==> src/rtl/light_mode_sequencer.sv <==
// Bike-lamp mode controller: the button cycles OFF/STEADY/BLINK/FADE, and a slow step tick
// sequences the brightness word sent to the pwm block. Low battery caps brightness at half.
module light_mode_sequencer #(
  parameter int CTR_LEN     = 3,
  parameter int TICK_DIV    = 1250000,
  parameter int BLINK_TICKS = 2
) (
  input  logic               clk,
  input  logic               rst,
  input  logic               btn,
  input  logic               low_batt,
  output logic [1:0]         mode,
  output logic               lamp_on,
  output logic [CTR_LEN-1:0] pulse_width
);

  localparam logic [1:0] MODE_OFF    = 2'd0;
  localparam logic [1:0] MODE_STEADY = 2'd1;
  localparam logic [1:0] MODE_BLINK  = 2'd2;
  localparam logic [1:0] MODE_FADE   = 2'd3;

  localparam int TW = $clog2(TICK_DIV);
  localparam int BW = (BLINK_TICKS > 1) ? $clog2(BLINK_TICKS) : 1;

  localparam logic [CTR_LEN-1:0] MAX        = '1;
  localparam logic [TW-1:0]      TICK_LAST  = TW'(TICK_DIV - 1);
  localparam logic [BW-1:0]      BLINK_LAST = BW'(BLINK_TICKS - 1);

  logic               btn_q;
  logic [1:0]         mode_q, mode_d;
  logic               lamp_on_q, lamp_on_d;
  logic [CTR_LEN-1:0] pw_q, pw_d;
  logic [TW-1:0]      tick_cnt_q, tick_cnt_d;
  logic [CTR_LEN-1:0] level_q, level_d;
  logic               dir_q, dir_d;
  logic               phase_q, phase_d;
  logic [BW-1:0]      blink_cnt_q, blink_cnt_d;

  logic               btn_edge;
  logic               tick;
  logic [CTR_LEN-1:0] cap;

  always_comb begin
    cap      = low_batt ? (MAX >> 1) : MAX;
    btn_edge = btn & ~btn_q;
    tick     = (tick_cnt_q == TICK_LAST);

    mode_d      = mode_q;
    level_d     = level_q;
    dir_d       = dir_q;
    phase_d     = phase_q;
    blink_cnt_d = blink_cnt_q;

    // A press restarts the step timebase so every pattern begins aligned to the press.
    tick_cnt_d = (btn_edge || tick) ? '0 : tick_cnt_q + TW'(1);

    if (btn_edge) begin
      mode_d      = mode_q + 2'd1;
      level_d     = '0;
      dir_d       = 1'b1;
      phase_d     = 1'b1;
      blink_cnt_d = '0;
    end else if (tick) begin
      case (mode_q)
        MODE_BLINK: begin
          if (blink_cnt_q == BLINK_LAST) begin
            blink_cnt_d = '0;
            phase_d     = ~phase_q;
          end else begin
            blink_cnt_d = blink_cnt_q + BW'(1);
          end
        end
        MODE_FADE: begin
          // The >= test also pulls level back under a cap lowered mid-ramp.
          if (dir_q) begin
            if (level_q < cap) begin
              level_d = level_q + CTR_LEN'(1);
            end else begin
              level_d = cap;
              dir_d   = 1'b0;
            end
          end else if (level_q != '0) begin
            level_d = level_q - CTR_LEN'(1);
          end else begin
            dir_d = 1'b1;
          end
        end
        default: ;
      endcase
    end

    lamp_on_d = (mode_d != MODE_OFF);

    case (mode_q)
      MODE_STEADY: pw_d = cap;
      MODE_BLINK:  pw_d = phase_q ? cap : '0;
      MODE_FADE:   pw_d = (level_q < cap) ? level_q : cap;
      default:     pw_d = '0;
    endcase
  end

  always_ff @(posedge clk) begin
    if (!rst) begin
      btn_q       <= 1'b1;
      mode_q      <= MODE_OFF;
      lamp_on_q   <= 1'b0;
      pw_q        <= '0;
      tick_cnt_q  <= '0;
      level_q     <= '0;
      dir_q       <= 1'b1;
      phase_q     <= 1'b1;
      blink_cnt_q <= '0;
    end else begin
      btn_q       <= btn;
      mode_q      <= mode_d;
      lamp_on_q   <= lamp_on_d;
      pw_q        <= pw_d;
      tick_cnt_q  <= tick_cnt_d;
      level_q     <= level_d;
      dir_q       <= dir_d;
      phase_q     <= phase_d;
      blink_cnt_q <= blink_cnt_d;
    end
  end

  assign mode        = mode_q;
  assign lamp_on     = lamp_on_q;
  assign pulse_width = pw_q;

endmodule

==> config.mk <==
export PLATFORM = sky130hd
export DESIGN_NAME = light_mode_sequencer
export DESIGN_NICKNAME = d
export VERILOG_FILES = /design/src/rtl/light_mode_sequencer.sv
export SDC_FILE = /design/constraint.sdc
export NUM_CORES = 1
export LEC_CHECK = 0
export ABC_AREA = 0
export CORE_ASPECT_RATIO = 1.4
export CORE_MARGIN = 8
export CORE_UTILIZATION = 45
export CTS_CLUSTER_DIAMETER = 50
export DETAILED_ROUTE_END_ITERATION = 8
export HOLD_SLACK_MARGIN = 0.06
export SLEW_MARGIN = 20
export SYNTH_ARGS = -nofsm -noshare
export SYNTH_HDL_FRONTEND = slang
export SYNTH_SLANG_ARGS = --single-unit
export TNS_END_PERCENT = 20
==> constraint.sdc <==
create_clock -name clk -period 5.7 [get_ports clk]
set_input_delay 1.14 -clock clk [delete_from_list [all_inputs] [get_ports clk]]
set_output_delay 1.14 -clock clk [all_outputs]
set_load 0.05 [all_outputs]
==> results by group <==
Status
  – Outcome: finished clean

Global route
  – First-pass GRT wire length: between 5000 and 6000 um
  – Antenna violations before repair: 0
  – Largest net degree at the start of global routing: 22
  – Grt ovf: 0
  – Gr usage total: 12.1%
  – Number of global-route vias before repair: 1407

Floorplanning
  – Site Rows: 27
  – Core Footprint: 3850 sq um
  – Die H: about 90 um
  – Initial core utilization: 45.5%
  – Die W: 68.8 um
  – Die area: 6180 sq um
  – Io pins: 10

Cells and area
  – Inserted Diodes: 0
  – Sequential cell area: 681 sq um
  – Multi-input logic area: 998 sq um
  – Layout cells sized above 1: ~9.9%
  – Fillers: 379
  – Final non-filler cell total: 256
  – Number of nets in the layout: 225
  – Area grow syn2layout: 12.6%

Critical path
  – Reg-to-Reg Start: tick_cnt_q[0]
  – Flop-to-flop setup slack: 3.44 ns
  – Critical path depth: 1
  – Buffers and inverters on the worst path: 1
  – Largest stage delay, worst path: 0.86 ns
  – Worst setup path class: flip-flop to output pin
  – Data arrival, critical path: about 1.6 ns
  – CP max-delay cell: clkdlybuf4s50_1
  – Worst Setup SP: mode[1]
  – Critical Path Sink Type: output pin
  – Crit-path leading delay family: buffers and inverters
  – Worst EP required: 4.56 ns
  – Crit path to: mode[1]
  – Reg-to-reg endpoint: tick_cnt_q[12]
  – R2R cell count: 5
  – Critical Path Source Type: flip-flop
  – Crit-path cells: clkdlybuf4s50_1
  – Max Fanout on Critical Path: 8

Timing
  – Normalized max-slew margin: 39.5%
  – Slew Viols, Final: 0
  – Fin Hold WS: about 0.48 ns
  – Unrepaired setup endpoints after global routing: false
  – Fin crit share: 48.3%
  – Final setup viols: 0
  – Setup tns final: 0 ns
  – Worst-Margin Slew: 0.908 ns
  – Hold Violations, Final: 0
  – Peak Freq: about 360 MHz
  – Final Skew: approximately 0.0072 ns
  – Minimum clock period: 2.75 ns

Min path
  – Hold wc startpoint: tick_cnt_q[0]
  – Min-delay worst type: flip-flop to flip-flop

Clocking
  – H-tree levels: 2
  – CTS tree: yes
  – Hold buffer count at cts: 0
  – CTS resizes: 0
  – Clk buf depth: 2
  – Clk_lat worst skew: between 0.2 and 0.3 ns
  – CTS clk-pin slew, worst paths: 0.07 ns
  – Setup repair bufs after CTS: 0
  – Num Clock Sinks: 34
  – CTS Buf Count: 5
  – Clock root buffer: clkbuf_8

Power and ir drop
  – Clk pwr share: 44.8%
  – Int Pwr: ~380 uW
  – IR Drop Worst-Case VDD: 210 uV
  – Pwr dens: roughly 250 nW/um^2
  – Reg power frac: 49.9%
  – Switching Fraction: 22.4%
  – Final Power: 489 uW
  – Leakage Power: 0.000657 uW
  – Comb power frac: around 5.3%
  – NetSw: 110 uW

Synth
  – Mux cell area share after synthesis: 0.571%
  – Simple-gate area share of the yosys netlist: 29.9%
  – Synth top area share: 38.8%
  – Mapped Cells: 202
  – Ys Warns: 0
  – Largest family of logic cells by synthesized area: simple AND/OR/NAND/NOR gates
  – Post-synth EDFFs: 0
  – Async SR Flop Fraction: 0%
  – Count leader, synth: dfxtp_1
  – Register area share after synthesis: 38.8%
  – Top cells by area, synth: dfxtp_1, ha_1, xnor2_1
  – Area leader, netlist: dfxtp_1
  – Net count of the mapped netlist: around 220
  – Post-Syn Area: about 1800 sq um
  – Post-synthesis cell type count: 43
  – Main synth FF type: dfxtp_1
  – Synth Area in XOR/XNOR: 6.50%
  – Compound-cell area share of the yosys netlist: 13.3%
  – Avg Inst Size Synth: 8.68 sq um
  – Adder-Cell Fraction of Synth Area: approximately 6.4%
  – Yosys reg bits: 34
  – Commonest cells in the synthesized netlist: dfxtp_1, nand2_1, nor2_1

Place
  – Port buffer count: 9
  – Placed instance count: 248
  – GPL Wtd Cong: 0.891
  – HPWL after DPL: around 2700 um

Drt
  – DR DRC count: 0
  – Vias: ~1.5k
  – Drt via density: about 5.7
  – Routed Antenna Nets: 0
  – Drt wl/cell: 14.1 um
  – Pre-antenna DRT Iters: 4
  – DRT iter0 DRCs: just under 100
  – Final wirelength: 3610 um

Job
  – Total of max-cap violations: 0
final cells by class:
class                           instances  share of cell area (%)
Clock buffer                            5                    3.49
Clock inverter                          3                    2.03
Inverter                               11                    2.09
Multi-Input combinational cell        151                    50.6
Sequential cell                        34                    34.5
Tap cell                               43                    2.73
Timing Repair Buffer                    9                    4.57
cells in the final DEF, fill, tap and decap left out, types with 2 or more instances in the layout:
| cell | synthesis | layout |
|---|---|---|
| a31oi_1 | 4 | 4 |
| nand2b_1 | 3 | 3 |
| and2_1 | 6 | 6 |
| dfxtp_1 | 34 | 34 |
| o31ai_1 | 3 | 3 |
| xnor2_1 | 9 | 9 |
| clkbuf_8 | 0 | 5 |
| nor4_1 | 4 | 4 |
| clkdlybuf4s50_1 | 0 | 9 |
| and4_1 | 3 | 3 |
| a21oi_1 | 9 | 9 |
| nor3_1 | 3 | 3 |
| nor2_1 | 13 | 13 |
| nand2_1 | 17 | 17 |
| inv_1 | 11 | 11 |
| ha_1 | 9 | 9 |
| o21ai_0 | 12 | 12 |
| or4_4 | 2 | 2 |
| nand4_1 | 9 | 9 |
| xor2_1 | 4 | 4 |
| a21oi_2 | 2 | 2 |
| nand3_1 | 8 | 8 |
| nor4b_1 | 3 | 3 |
| clkinv_2 | 0 | 2 |
| o31a_1 | 2 | 2 |
| or3b_2 | 2 | 2 |
| or3_1 | 8 | 8 |
power by group through the flow:
stage	clock network, uW	registers (uW)	logic [uW]
after floorplan	0	255	11.2
after global placement	0	250	25.7
after detailed placement	0	250	26.1
after CTS	223	244	26.2
after global routing	234	245	27.7
final	219	244	25.8
sequential cells by signal (all words and copies together) (netlist names), 2 cells and up:
name	count
level_q	3
mode	2
tick_cnt_q	21
pulse_width	3
per-stage QoR:
step                utilization [%]  instance area, sq um  setup WS [ns]
finish                         51.2                  1970           2.95
global route                   51.2                  1970           2.88
CTS                            51.2                  1970           2.94
detailed placement             48.4                  1860           2.78
global placement               48.4                  1860           2.82
floorplan                         -                  1750           3.36
worst min path at each step:
stage | cells past startpoint | endpoint
CTS | 1 | tick_cnt_q[0]
global route | 1 | tick_cnt_q[0]
global placement | 2 | blink_cnt_q
finish | 1 | tick_cnt_q[0]
detailed placement | 1 | tick_cnt_q[0]
floorplan | 1 | tick_cnt_q[0]
logic make-up after synthesis:
kind of cell    count (synthesis)
buf+inv                        17
flops                          34
compound gates                 38
mux                             1
fa+ha+maj                       9
simple gates                   90
xor+xnor                       13
metal layers:
layer | vias up | track usage, % | wire length [um]
met3 | 4 | 3.73 | 159
met2 | 31 | 21.2 | 1930
met4 | 0 | 5.71 | 34
li1 | 746 | - | -
met1 | 683 | 12.0 | 1490
met5 | - | 0 | 0
No activity file was read; power rests on OpenSTA's default activity.
